### config.mk
export PLATFORM = sky130hd
export DESIGN_NAME = axi4l_gpio_slave
export DESIGN_NICKNAME = d
export VERILOG_FILES = /design/src/rtl/axi4l_gpio_slave.sv
export SDC_FILE = /design/constraint.sdc
export NUM_CORES = 1
export LEC_CHECK = 0
export CAP_MARGIN = 20
export CORE_MARGIN = 2
export CORE_UTILIZATION = 49
export DETAILED_ROUTE_END_ITERATION = 8
export GPL_ROUTABILITY_DRIVEN = 0
export HOLD_SLACK_MARGIN = 0.1
export PLACE_DENSITY = 0.85
export SYNTH_ARGS = -nofsm -noshare
export SYNTH_HDL_FRONTEND = slang
export SYNTH_SLANG_ARGS = --single-unit
### constraint.sdc
create_clock -name clk -period 3.7 [get_ports clk]
set_clock_uncertainty 0.2 [all_clocks]
set_input_delay 0.74 -clock clk [delete_from_list [all_inputs] [get_ports clk]]
set_output_delay 0.74 -clock clk [all_outputs]
set_load 0.1 [all_outputs]
### src/rtl/axi4l_gpio_slave.sv
// AXI4-Lite slave for a small GPIO block: pad data/direction registers,
// synchronized pad inputs and rising-edge interrupts with W1C status.
module axi4l_gpio_slave #(
  parameter int unsigned ADDR_WIDTH = 32,
  parameter int unsigned DATA_WIDTH = 32,
  parameter int unsigned GPIO_WIDTH = 16
) (
  input  logic                    clk,
  input  logic                    rst,
  input  logic [ADDR_WIDTH-1:0]   AWADDR,
  input  logic                    AWVALID,
  output logic                    AWREADY,
  input  logic [DATA_WIDTH-1:0]   WDATA,
  input  logic [DATA_WIDTH/8-1:0] WSTRB,
  input  logic                    WVALID,
  output logic                    WREADY,
  output logic [1:0]              BRESP,
  output logic                    BVALID,
  input  logic                    BREADY,
  input  logic [ADDR_WIDTH-1:0]   ARADDR,
  input  logic                    ARVALID,
  output logic                    ARREADY,
  output logic [DATA_WIDTH-1:0]   RDATA,
  output logic [1:0]              RRESP,
  output logic                    RVALID,
  input  logic                    RREADY,
  input  logic [GPIO_WIDTH-1:0]   gpio_in,
  output logic [GPIO_WIDTH-1:0]   gpio_out,
  output logic [GPIO_WIDTH-1:0]   gpio_oe,
  output logic                    irq
);

  localparam int unsigned STRB_WIDTH = DATA_WIDTH / 8;
  localparam logic [7:0] OFF_DOUT = 8'h00;
  localparam logic [7:0] OFF_DIR  = 8'h04;
  localparam logic [7:0] OFF_DIN  = 8'h08;
  localparam logic [7:0] OFF_IEN  = 8'h0C;
  localparam logic [7:0] OFF_IST  = 8'h10;
  localparam logic [1:0] RESP_OKAY   = 2'b00;
  localparam logic [1:0] RESP_SLVERR = 2'b10;

  typedef enum logic [1:0] {ST_IDLE, ST_WDATA, ST_WRESP, ST_RDATA} state_t;

  state_t                state;
  logic                  idle_rdy;
  logic [7:0]            awoff;
  logic [GPIO_WIDTH-1:0] data_out, dir, irq_en, irq_status;
  logic [GPIO_WIDTH-1:0] sync1, sync2, sync3;

  logic [DATA_WIDTH-1:0] strb_mask_c;
  logic [GPIO_WIDTH-1:0] wmask_c, wval_c, clr_c, set_c;
  logic                  wr_fire_c, wr_err_c, rd_err_c;
  logic [DATA_WIDTH-1:0] rd_data_c;
  logic                  unused_ok;

  assign unused_ok = &{1'b0, AWADDR, ARADDR, WDATA};

  // Write handshake is only offered when idle; a simultaneous AR waits a cycle.
  assign AWREADY  = idle_rdy;
  assign ARREADY  = idle_rdy & ~AWVALID;
  assign gpio_out = data_out;
  assign gpio_oe  = dir;

  always_comb begin
    strb_mask_c = '0;
    for (int unsigned b = 0; b < STRB_WIDTH; b++) begin
      strb_mask_c[b*8 +: 8] = {8{WSTRB[b]}};
    end
  end

  assign wmask_c   = strb_mask_c[GPIO_WIDTH-1:0];
  assign wval_c    = WDATA[GPIO_WIDTH-1:0] & wmask_c;
  assign wr_fire_c = (state == ST_WDATA) && WVALID;
  assign wr_err_c  = !(awoff inside {OFF_DOUT, OFF_DIR, OFF_IEN, OFF_IST});
  assign clr_c     = (wr_fire_c && (awoff == OFF_IST)) ? wval_c : '0;
  assign set_c     = sync2 & ~sync3 & irq_en;

  // Read mux, sampled into RDATA at the AR handshake.
  always_comb begin
    rd_data_c = '0;
    rd_err_c  = 1'b0;
    case (ARADDR[7:0])
      OFF_DOUT: rd_data_c = DATA_WIDTH'(data_out);
      OFF_DIR:  rd_data_c = DATA_WIDTH'(dir);
      OFF_DIN:  rd_data_c = DATA_WIDTH'(sync2);
      OFF_IEN:  rd_data_c = DATA_WIDTH'(irq_en);
      OFF_IST:  rd_data_c = DATA_WIDTH'(irq_status);
      default:  rd_err_c  = 1'b1;
    endcase
  end

  always_ff @(posedge clk or negedge rst) begin
    if (!rst) begin
      state      <= ST_IDLE;
      idle_rdy   <= 1'b0;
      awoff      <= '0;
      data_out   <= '0;
      dir        <= '0;
      irq_en     <= '0;
      irq_status <= '0;
      sync1      <= '0;
      sync2      <= '0;
      sync3      <= '0;
      irq        <= 1'b0;
      WREADY     <= 1'b0;
      BVALID     <= 1'b0;
      BRESP      <= RESP_OKAY;
      RVALID     <= 1'b0;
      RRESP      <= RESP_OKAY;
      RDATA      <= '0;
    end else begin
      sync1      <= gpio_in;
      sync2      <= sync1;
      sync3      <= sync2;
      // A set on the same cycle as a W1C clear wins.
      irq_status <= (irq_status & ~clr_c) | set_c;
      irq        <= |irq_status;

      case (state)
        ST_IDLE: begin
          idle_rdy <= 1'b1;
          if (idle_rdy && AWVALID) begin
            awoff    <= AWADDR[7:0];
            idle_rdy <= 1'b0;
            WREADY   <= 1'b1;
            state    <= ST_WDATA;
          end else if (idle_rdy && ARVALID) begin
            RDATA    <= rd_data_c;
            RRESP    <= rd_err_c ? RESP_SLVERR : RESP_OKAY;
            RVALID   <= 1'b1;
            idle_rdy <= 1'b0;
            state    <= ST_RDATA;
          end
        end
        ST_WDATA: begin
          if (WVALID) begin
            WREADY <= 1'b0;
            BVALID <= 1'b1;
            BRESP  <= wr_err_c ? RESP_SLVERR : RESP_OKAY;
            state  <= ST_WRESP;
            case (awoff)
              OFF_DOUT: data_out <= (data_out & ~wmask_c) | wval_c;
              OFF_DIR:  dir      <= (dir & ~wmask_c) | wval_c;
              OFF_IEN:  irq_en   <= (irq_en & ~wmask_c) | wval_c;
              default:  ;
            endcase
          end
        end
        ST_WRESP: begin
          if (BREADY) begin
            BVALID   <= 1'b0;
            idle_rdy <= 1'b1;
            state    <= ST_IDLE;
          end
        end
        ST_RDATA: begin
          if (RREADY) begin
            RVALID   <= 1'b0;
            idle_rdy <= 1'b1;
            state    <= ST_IDLE;
          end
        end
        default: state <= ST_IDLE;
      endcase
    end
  end

endmodule

==> After elaboration in Yosys (flattened, before gate mapping) <==
Cells that the tools add are included.
{ "classes": {"n_eq_ne": 17, "mux": 25, "bitwise_logic": 17, "reduce_logical": 25} }
{ "op_table": {"columns": ["operator", "count"], "rows": [
  ["AND 16 bit", 7],
  ["case mux 16 bit (5 select lines)", 1],
  ["OR 16 bit", 4],
  ["inverter 16 bit", 3],
  ["== test 8 x 4 -> 1 bit, second input constant", 3],
  ["AND reduction 3 bit", 7],
  ["== test 8 x 3 -> 1 bit, second input constant", 2],
  ["== test 8 x 5 -> 1 bit, second input constant", 2],
  ["logical NOT 8 bit", 2],
  ["two-way mux 16 bit", 1],
  ["OR reduction 16 bit", 1],
  ["two-way mux 2 bit", 7],
  ["inequality test 2 bit, second input constant", 6],
  ["two-way mux 1 bit", 11],
  ["case mux 2 bit (4 select lines)", 1],
  ["AND reduction 4 bit", 2],
  ["case mux 1 bit (2 select lines)", 3],
  ["nonzero test 2 bit", 3],
  ["OR reduction 5 bit", 1],
  ["== test 2 bit, second input constant", 2],
  ["logical AND 1 bit", 4],
  ["AND reduction 2 bit", 2],
  ["nonzero test 4 bit", 1],
  ["inequality test 3 bit, second input constant", 1],
  ["other kinds (6)", 7]
]} }
{ "word_totals": {"ff_bits": 163, "out_inout_bits": 74, "wordCells": 101} }

==> Depth between registers and ports, before layout <==
Gate-level depths: netlist of the first run.
{ "depth": {"word_depth": 7, "ltp_mapped": 7} }

==> Worst setup path before layout of the first run <==
Ideal clock, no wire load.
{ "synth_path": {"kind": "register to output", "startpoint": "register idle_rdy (netlist: AWREADY)", "endpoint": "output port ARREADY", "arrival_time_ns": 2.381, "required_ns": 2.760, "setup_slack_ns": 0.379, "stages_incl_launch_ff": 2, "n_path_buf": 0, "cell_sequence": "dfrtp_1 nor2b_1"} }
{ "synth_between": {"elab_chain_cells": 1} }
{ "synth_lines": {"columns": ["element", "line", "source"], "rows": [
  ["start, declared", "45", "logic idle_rdy;"],
  ["start signal, assigned", "95", "idle_rdy <= 1'b0;"],
  ["start signal, assigned", "121", "idle_rdy <= 1'b1;"],
  ["start signal, assigned", "124", "idle_rdy <= 1'b0;"],
  ["AND 1 bit", "60", "assign ARREADY = idle_rdy & ~AWVALID;"],
  ["end, declared", "22", "output logic ARREADY,"]
]} }
No other way between the ends.

==> Worst setup path in the final report of the first run <==
{ "layout_path": {"startpoint": "register idle_rdy (netlist: AWREADY)", "endpoint": "output port AWREADY"} }
{ "layout_lines": {"columns": ["element", "line", "source"], "rows": [
  ["end, declared", "12", "output logic AWREADY,"]
]} }
No word-level cell between the ends.

==> summary.txt, run 1 <==
Run status
  – Status: complete, no violations

Detailed routing
  – WL/cell: ~19 um
  – # DRC: 0
  – Total length of routed wires: 13900 um
  – DR vias/cell: 5.55
  – 1st-iter DRT viols: 263
  – First drt pass iteration count: 4
  – ANT nets after route: 0
  – Vias: 4054

Clock tree
  – Root Driver: clkbuf_16
  – TritonCTS buffer count: 17
  – CTS H-tree depth: 4
  – Clock-pin slew on the worst setup and hold paths: about 0.05 ns
  – TritonCTS clock tree: yes
  – CTS Sinks: between 100 and 150
  – Gates resized, CTS repair: 0
  – Clk buf depth: 2
  – Clk Latency, worst-skew pair: 0.42 ns

Global route
  – Total congestion overflow: 0
  – Global-route wire length before repair: 22800 um
  – Initial antenna violation count: 0
  – Vias in the first global route: 4373
  – Largest net degree at the start of global routing: 67
  – Total track usage: 23.1%

Synthesis
  – Post-Syn Area: 0.00593 mm2
  – Post-Syn Instances: between 400 and 500
  – Synth area leaders: dfrtp_1, mux2_2, a22o_1, buf_4, a22oi_1
  – Top-area cell type share of the netlist area: 61.2%
  – YS warnings: 0
  – Post-synth top cells: dfrtp_1, mux2_2, nand2_1, nor2_1
  – Most common cell in the netlist: dfrtp_1
  – Distinct cells, synth: 39
  – Ys flop type: dfrtp_1
  – Synthesized flop and latch total: 145
  – Avg Cell Area, Syn: 13.2 um2
  – Number of synthesized flops with an enable pin: 0
  – Sequential share of the synthesized area: between 60% and 70%
  – FFs w/ async S/R, synth: 100%
  – Area leader, netlist: dfrtp_1

Timing
  – Max-slew violation count: 0
  – RSZ-0062 raised after global routing: false
  – Final TNS setup: 0 ns
  – Slew margin rel.: 34.7%
  – Setup Viol. Count Final: 0
  – Final hold viol count: 0
  – Measured slew at the worst slew-check pin: 0.976 ns
  – Period utilization: 78.1%
  – Fmax achieved: approximately 350 MHz
  – Post-route minimum period: roughly 2.9 ns
  – Fin Hold WS: 0.145 ns

Die
  – Core ar.: around 0.012 mm2
  – Die ar.: 0.0130 mm2
  – Row Count: 40
  – I/O pin count: 197
  – Die extent in x: 114 um
  – Die height: 114 um
  – Initial Util: approximately 50%

Setup path
  – Worst Setup Start Kind: register
  – Reg2Reg Depth: 4
  – Slowest CP cell: clkdlybuf4s50_1
  – R2r startpoint: awoff[0]
  – Worst-path fanout max: 5
  – CP Buf/Inv Count: 1
  – Critical Path RT: 2.76 ns
  – CP Depth: 1
  – Nature of the critical path endpoint: output pin
  – Critical path startpoint: AWREADY
  – Cell family contributing the most delay on the critical path: buffers and inverters
  – Worst Setup Path Type: register to output pin
  – CP Data Arrival Time: 1.95 ns
  – Crit-path cells: clkdlybuf4s50_1
  – Slowest stage delay, CP: 1.15 ns

Cells and area
  – Share of cells above drive strength 1: 28.5%
  – # diodes: 0
  – Area growth syn-to-layout: 31.0%
  – Nets: 694
  – Filler Cell Count: 873

Placed design
  – Port Buffers: 112
  – Hpwl dp: 9320 um

Pwr
  – Pwr dens: between 700 and 800 mW/mm2
  – VDD IR-drop max: 385 uV
  – Leakage power: 3.49 nW

Hold path
  – Hold depth: 0
  – Hold Crit Class: register to register
  – HP Start: sync1[6]

Flow run
  – Maximum capacitance violations: 0
[cell type report]
type                       count  area, um2  share of cell area (%)
multi-input combinational    274       2140                    27.5
sequential                   145       3630                    46.7
clock inverter                10        158                    2.03
inverter                       9       33.8                   0.435
clock buffer                  21        470                    6.06
timing repair buffer         124       1150                    14.8
tap                          147        184                    2.37
[final timing paths]
| kind | to | slack [ns] |
|---|---|---|
| worst max-delay path | AWREADY | 0.81 |
| worst min-delay path | sync2[6] | 0.15 |
| worst max register to register | register | 1.09 |
| worst min register to register | sync2[6] | 0.15 |
| max in group asynchronous | RDATA[11] | 1.93 |
| min in group asynchronous | sync2[1] | 0.64 |
[through the flow]
stage / power, mW / utilization (%) / instance area, um2 / worst slack [ns] / cells
floorplan: 3.68 / - / 5990 / 0.379 / 465
global placement: 4.15 / 59.8 / 7130 / 0.531 / 698
detailed placement: 4.21 / 59.8 / 7130 / 0.454 / 698
CTS: 6.01 / 65.2 / 7760 / 0.794 / 730
global route: 6.19 / 65.2 / 7760 / 0.730 / 730
finish: 5.99 / 65.2 / 7760 / 0.809 / 730
[layer usage]
| layer | share of wire (%) | track usage (%) | vias up |
|---|---|---|---|
| met1 | 42 | 29.2 | 2058 |
| li1 | - | - | 1822 |
| met5 | 0 | 0 | - |
| met3 | 5.1 | 4.46 | 30 |
| met2 | 51 | 38.6 | 144 |
| met4 | 2.1 | 10.8 | 0 |
[cells by family (layout without fill, tap and decap cells)]
family	Yosys count	after routing	synth area share (%)
muxes	89	89	16.9
other	1	18	0.0633
and+or+nand+nor	85	85	7.96
buffers and inverters	46	164	4.07
AOI/OAI and AO/OA	82	82	9.81
DFF	145	145	61.2
[cells in the final DEF (no fill, tap or decap), drive strengths merged, types with 8 or more instances in the layout]
| master | Yosys | final |
|---|---|---|
| conb | 1 | 18 |
| inv | 9 | 9 |
| mux2 | 88 | 88 |
| nand2 | 29 | 29 |
| dfrtp | 145 | 145 |
| a22o | 16 | 16 |
| o22ai | 8 | 8 |
| a21o | 10 | 10 |
| a22oi | 16 | 16 |
| clkbuf | 18 | 21 |
| clkdlybuf4s50 | 0 | 81 |
| a21oi | 18 | 18 |
| nor2 | 21 | 21 |
| buf | 19 | 42 |
[report_power, final]
| part | total (mW) | switching, mW | leakage, nW | internal [mW] |
|---|---|---|---|---|
| logic | 2.12 | 1.57 | 1.43 | 0.543 |
| clock network | 1.80 | 0.631 | 0.301 | 1.17 |
| registers | 2.07 | 0.224 | 1.76 | 1.85 |
| total | 5.99 | 2.43 | 3.49 | 3.56 |
[timing repair]
item | in CTS | in global routing
hold buffers | 1 | 0
hold endpoints to repair | 53 | 0
buffers inserted | 0 | 0
(Power assumes the default switching activity.)
==> run 2: changes to the inputs <==
--- a/config.mk
+++ b/config.mk
@@ -7,11 +7,11 @@
 export LEC_CHECK = 0
 export CAP_MARGIN = 20
 export CORE_MARGIN = 2
-export CORE_UTILIZATION = 49
+export CORE_UTILIZATION = 41
 export DETAILED_ROUTE_END_ITERATION = 8
 export GPL_ROUTABILITY_DRIVEN = 0
 export HOLD_SLACK_MARGIN = 0.1
-export PLACE_DENSITY = 0.85
+export PLACE_DENSITY = 0.76
 export SYNTH_ARGS = -nofsm -noshare
 export SYNTH_HDL_FRONTEND = slang
 export SYNTH_SLANG_ARGS = --single-unit
==> constraint.sdc (replaced) <==
create_clock -name clk -period 2.45 [get_ports clk]
set_clock_uncertainty 0.2 [all_clocks]
set_input_delay 0.49 -clock clk [delete_from_list [all_inputs] [get_ports clk]]
set_output_delay 0.49 -clock clk [all_outputs]
set_load 0.1 [all_outputs]
==> run 2 against run 1 <==
Effect of this change: first-iteration DRC count fell by 1.9%; critical path depth rose by 5; routed wire length rose by 2.5%; power rose by 48%; hold slack got worse by 0.0034 ns; non-clock buffer count rose by 13; clock power rose by 41%; cell area rose by 1.8%; core utilization fell by 8.7 points; sequential cell count did not move; count of clock-buffer cells in the layout fell by 1.
==> summary.txt, run 2 (synthesis gave the netlist of run 1 again) <==
Hold path
  – Hold Crit Class: register to register

Detailed routing
  – Vias: 4065 (+0.27%)
  – 1st-iter DRT viols: 258 (-1.9%)
  – First drt pass iteration count: 6 (+2)
  – DR vias/cell: 5.23 (-5.8%)
  – WL/cell: 18.4 um (-3.7%)
  – Total length of routed wires: 14300 um (+2.5%)
  – ANT nets after route: 0 (unchanged)
  – # DRC: 0 (unchanged)

Timing
  – Final hold viol count: 0 (unchanged)
  – Fmax achieved: 423 MHz
  – Max-slew violation count: 0 (unchanged)
  – Fin Hold WS: 0.142 ns (-0.00337 ns)
  – Final TNS setup: 0 ns (unchanged)
  – Post-route minimum period: 2.36 ns
  – Period utilization: 96.5%
  – Final worst setup slack: 0.0860 ns (-0.723 ns)
  – Setup Viol. Count Final: 0 (unchanged)
  – RSZ-0062 raised after global routing: false

Run status
  – Status: complete, no violations

Cells and area
  – Area growth syn-to-layout: 33.3%
  – Most common cell after layout, fill and taps aside: dfrtp_1
  – Post-route cell area: 0.00791 mm2 (+1.8%)
  – # diodes: 0 (unchanged)
  – Nets: 707 (+1.9%)
  – Final std cells w/o fill: 777 (+6.4%)
  – Final core utilization: 56.5% (-8.7 points)
  – Share of cells above drive strength 1: 34.8% (+6.4 points)
  – Commonest non-fill, non-tap cells in the layout: dfrtp_1, mux2_2, buf_4

Die
  – I/O pin count: 197 (unchanged)
  – Row Count: 43 (+7.5%)
  – Die extent in x: 124 um (+9.0%)
  – Die ar.: 0.0154 mm2 (+19%)
  – Core ar.: 0.0140 mm2 (+17%)
  – Die height: 124 um (+9.0%)
  – Initial Util: 42.4% (-7.4 points)

Global route
  – Initial antenna violation count: 0 (unchanged)
  – Largest net degree at the start of global routing: 52 (-22%)
  – Total congestion overflow: 0 (unchanged)
  – Global-route wire length before repair: 23100 um (+1.3%)
  – Total track usage: 19.3% (-3.8 points)
  – Met1 Use GR: 24.5% (-4.7 points)
  – GR peak layer: met2
  – Met2 Resource Use GR: 32.0% (-6.7 points)
  – Met3 track demand over resource: 5.59% (+1.1 points)
  – Vias in the first global route: 4326 (-1.1%)

Setup path
  – Nature of the critical path endpoint: register
  – Worst Setup Path Type: register to register
  – Worst Setup Start Kind: register
  – Critical Path RT: 2.55 ns (-0.21 ns)
  – Worst-path fanout max: 8 (+3)
  – CP Data Arrival Time: 2.47 ns (+0.52 ns)

Clock tree
  – CTS Sinks: 145 (unchanged)
  – Gates resized, CTS repair: 0 (unchanged)
  – Clk buf depth: 2 (unchanged)
  – CTS H-tree depth: 4 (unchanged)
  – Clock-pin slew on the worst setup and hold paths: 0.06 ns (about the same)
  – TritonCTS clock tree: yes
  – Root Driver: clkbuf_16
  – Clk Latency, worst-skew pair: 0.42 ns (about the same)
  – TritonCTS buffer count: 17 (unchanged)

Pwr
  – Int Power: 5.09 mW (+43%)
  – Sw Pwr: 3.75 mW (+54%)
  – Pwr dens: 1120 mW/mm2 (+45%)
  – VDD IR-drop max: 1010 uV (+160%)
  – Switch share: 42.4% (+1.9 points)
  – Clock share of power: 28.7% (-1.4 points)
  – Leakage power: 3.60 nW (+3.2%)
  – Sequential Power Share: 35.3% (+0.7 points)
  – Comb pwr share: 36.0% (+0.7 points)
  – Overall Power: 8.84 mW (+48%)

Flow run
  – Maximum capacitance violations: 0 (unchanged)

Placed design
  – Setup WS pre-CTS: -0.191 ns (-0.645 ns)
  – Dpl cells: 744 (+6.6%)
  – Hpwl dp: 9860 um (+5.8%)
  – Port Buffers: 112 (unchanged)
  – Post-DP Area: 0.00731 mm2 (+2.5%)
[run 2: cell types whose count changed in the layout (fill, tap and decap cells not counted)]
cell and delta:
clkinv_4 +1, inv_8 +1, buf_12 +8, clkdlybuf4s50_1 -26, nor2b_4 +1, nor2b_1 -1
clkbuf_1 -1, inv_6 +5, bufinv_16 -3, clkinv_2 -2, buf_4 +31
[run 2: final cells by class]
class,count,area (um2)
clock buffer,20,467
clock inverter,12,121
fill,1147,6080
inverter,9,33.8
multi-input combinational,274,2140
sequential,145,3630
tap,180,225
timing repair buffer,137,1280
[run 2: worst paths after layout]
path | slack (ns) | from | to | cells after the start
min in group asynchronous | 0.38 | rst | sync1[9] | 2
worst max register to register | 0.09 | awoff[0] | register | 6
max in group asynchronous | 1.06 | rst | async pin | 3
worst min register to register | 0.14 | sync1[6] | sync2[6] | 0
worst max-delay path | 0.09 | awoff[0] | register | 6
worst min-delay path | 0.14 | sync1[6] | sync2[6] | 0
[run 2: metal layers]
layer  share of wire [%]  vias to the layer above
met3                 5.9                       15
met4                 1.4                        0
li1                    -                     1865
met1                  43                     2048
met2                  50                      137
met5                   0                        -
[run 2: repair_timing]
| action | CTS | global route |
|---|---|---|
| hold buffers | 1 | 0 |
| buffers inserted | 0 | 0 |
| endpoints found under the hold margin | 48 | 0 |
[run 2: power by group through the flow]
stage	clock network (mW)	logic (mW)	registers, mW
global placement	0	3.16	3.13
detailed placement	0	3.20	3.16
CTS	2.58	3.20	3.12
global route	2.70	3.30	3.17
floorplan	0	0.821	4.74
finish	2.54	3.18	3.12
[run 2: worst max-delay path: stages (launching register included)]
cell and delay (ns):
dfrtp_1 0.37, or4_4 0.57, nor3_4 0.18, buf_4 0.16, nor4b_4 0.25, buf_12 0.17, mux2_2 0.34
==> variant (settings of run 2) <==
Change the parameter `GPIO_WIDTH` from 16 to 18.
--- a/src/rtl/axi4l_gpio_slave.sv
+++ b/src/rtl/axi4l_gpio_slave.sv
@@ -5,3 +5,3 @@
   parameter int unsigned DATA_WIDTH = 32,
-  parameter int unsigned GPIO_WIDTH = 16
+  parameter int unsigned GPIO_WIDTH = 18
 ) (
Ports: changed (resized gpio_in, gpio_oe and gpio_out); port bits go from 197 to 203. The function was not compared with the original's and may differ.
==> variant against run 2 <==
Power shrank 12%; synthesized area grew 8.9%; sequential cell count grew 16; critical path type unchanged; routed wire length grew 18%; design area grew 8.5%; worst setup slack gained 0.17 ns; hold slack gained 0.0050 ns; first-iteration DRC count grew 25%; utilization shrank 0.48 points; global-route usage grew 1.7 points; highest routed layer unchanged; via count grew 12%.
==> variant: results (changes against run 2) <==
| Metric | Value |
|---|---|
| Status | `complete, no violations (unchanged)` |
| Worst hold endpoint | `sync2[10] (was sync2[6])` |
| GRT Util Overall | `20.9% (was 19.3%)` |
| Detail Placement HPWL | `11600 um (was 9860 um)` |
| Ant. Diodes | `0 (unchanged)` |
| Count of port buffers added during placement | `123 (was 112)` |
| Largest net degree at the start of global routing | `76 (was 52)` |
| Sequential power share | `41.2% (was 35.3%)` |
| Post-synthesis compound-gate area fraction | `11.7% (was 9.81%)` |
| Slowest stage delay, CP | `0.45 ns (was 0.57 ns)` |
| R2R setup slack | `0.26 ns (was 0.09 ns)` |
| DR vias | `4553 (was 4065)` |
| Largest delay share family, worst path | `simple AND/OR/NAND/NOR gates (unchanged)` |
| Syn-to-layout area delta | `32.9% (was 33.3%)` |
| DRT iter0 DRCs | `323 (was 258)` |
| First-pass GRT wire length | `26400 um (was 23100 um)` |
| Placed cells | `813 (was 744)` |
| Layout cells sized above 1 | `33.5% (was 34.8%)` |
| P_leak | `4.06 nW (was 3.60 nW)` |
| Synth top area cells | `dfrtp_1, mux2_2, a22oi_1 (was dfrtp_1, mux2_2, a22o_1)` |
| Worst flop-to-flop path startpoint | `awoff[5] (was awoff[0])` |
| Maximum vdd drop | `0.581 mV (was 1.01 mV)` |
| Sequential area share after synthesis | `62.4% (was 61.2%)` |
| Drt wl/cell | `20.0 um (was 18.4 um)` |
| Crit path DAT | `2.29 ns (was 2.47 ns)` |
| Layout fillers | `1243 (was 1147)` |
| Unique cell type count in the Yosys netlist | `41 (was 39)` |
| Final nets | `747 (was 707)` |
| Psw | `0.00267 W (was 0.00375 W)` |
| Number of global-route vias before repair | `4919 (was 4326)` |
| Mean Syn Cell Area | `13.7 um^2 (was 13.2 um^2)` |
| Top cells by count, synth | `dfrtp_1, mux2_2, nand2_1, a22oi_1, a21o_1 (was dfrtp_1, mux2_2, nand2_1, nor2_1)` |
| Placed Area | `0.00799 mm^2 (was 0.00731 mm^2)` |
| Slowest CP cell | `or3_1 (was or4_4)` |
-- variant: cell type report --
cell class,instances,area share [%]
clock buffers,26,6.17
clock inverters,4,0.554
inverters,4,0.175
multi-input cells,288,26.7
flip-flops and latches,161,47.0
well taps,211,3.08
repair buffers,150,16.4
-- variant: per-layer routing --
metal	share of wire [%]	vias to the layer above	GRT usage, %
met4	2.1	0	9.87
met5	0	-	0
met2	50	173	35.0
met3	5.2	29	3.55
li1	-	2004	-
met1	42	2347	26.8
-- variant: worst max-delay path by stage --
stage              from   endpoint  slack (ns)  cells past startpoint
6_report       awoff[5]       flop        0.26                      6
5_1_grt        awoff[5]       flop        0.16                      4
4_1_cts        awoff[5]       flop        0.25                      6
3_5_place_dp     WVALID       flop       -0.15                      5
3_3_place_gp     WVALID       flop       -0.07                      5
2_1_floorplan   AWREADY  RDATA[10]       0.007                      5
-- variant: what timing repair did --
| action | in CTS | in global routing |
|---|---|---|
| endpoints found under the hold margin | 43 | 0 |
| hold buffers | 1 | 0 |
| setup buffers | 0 | 0 |
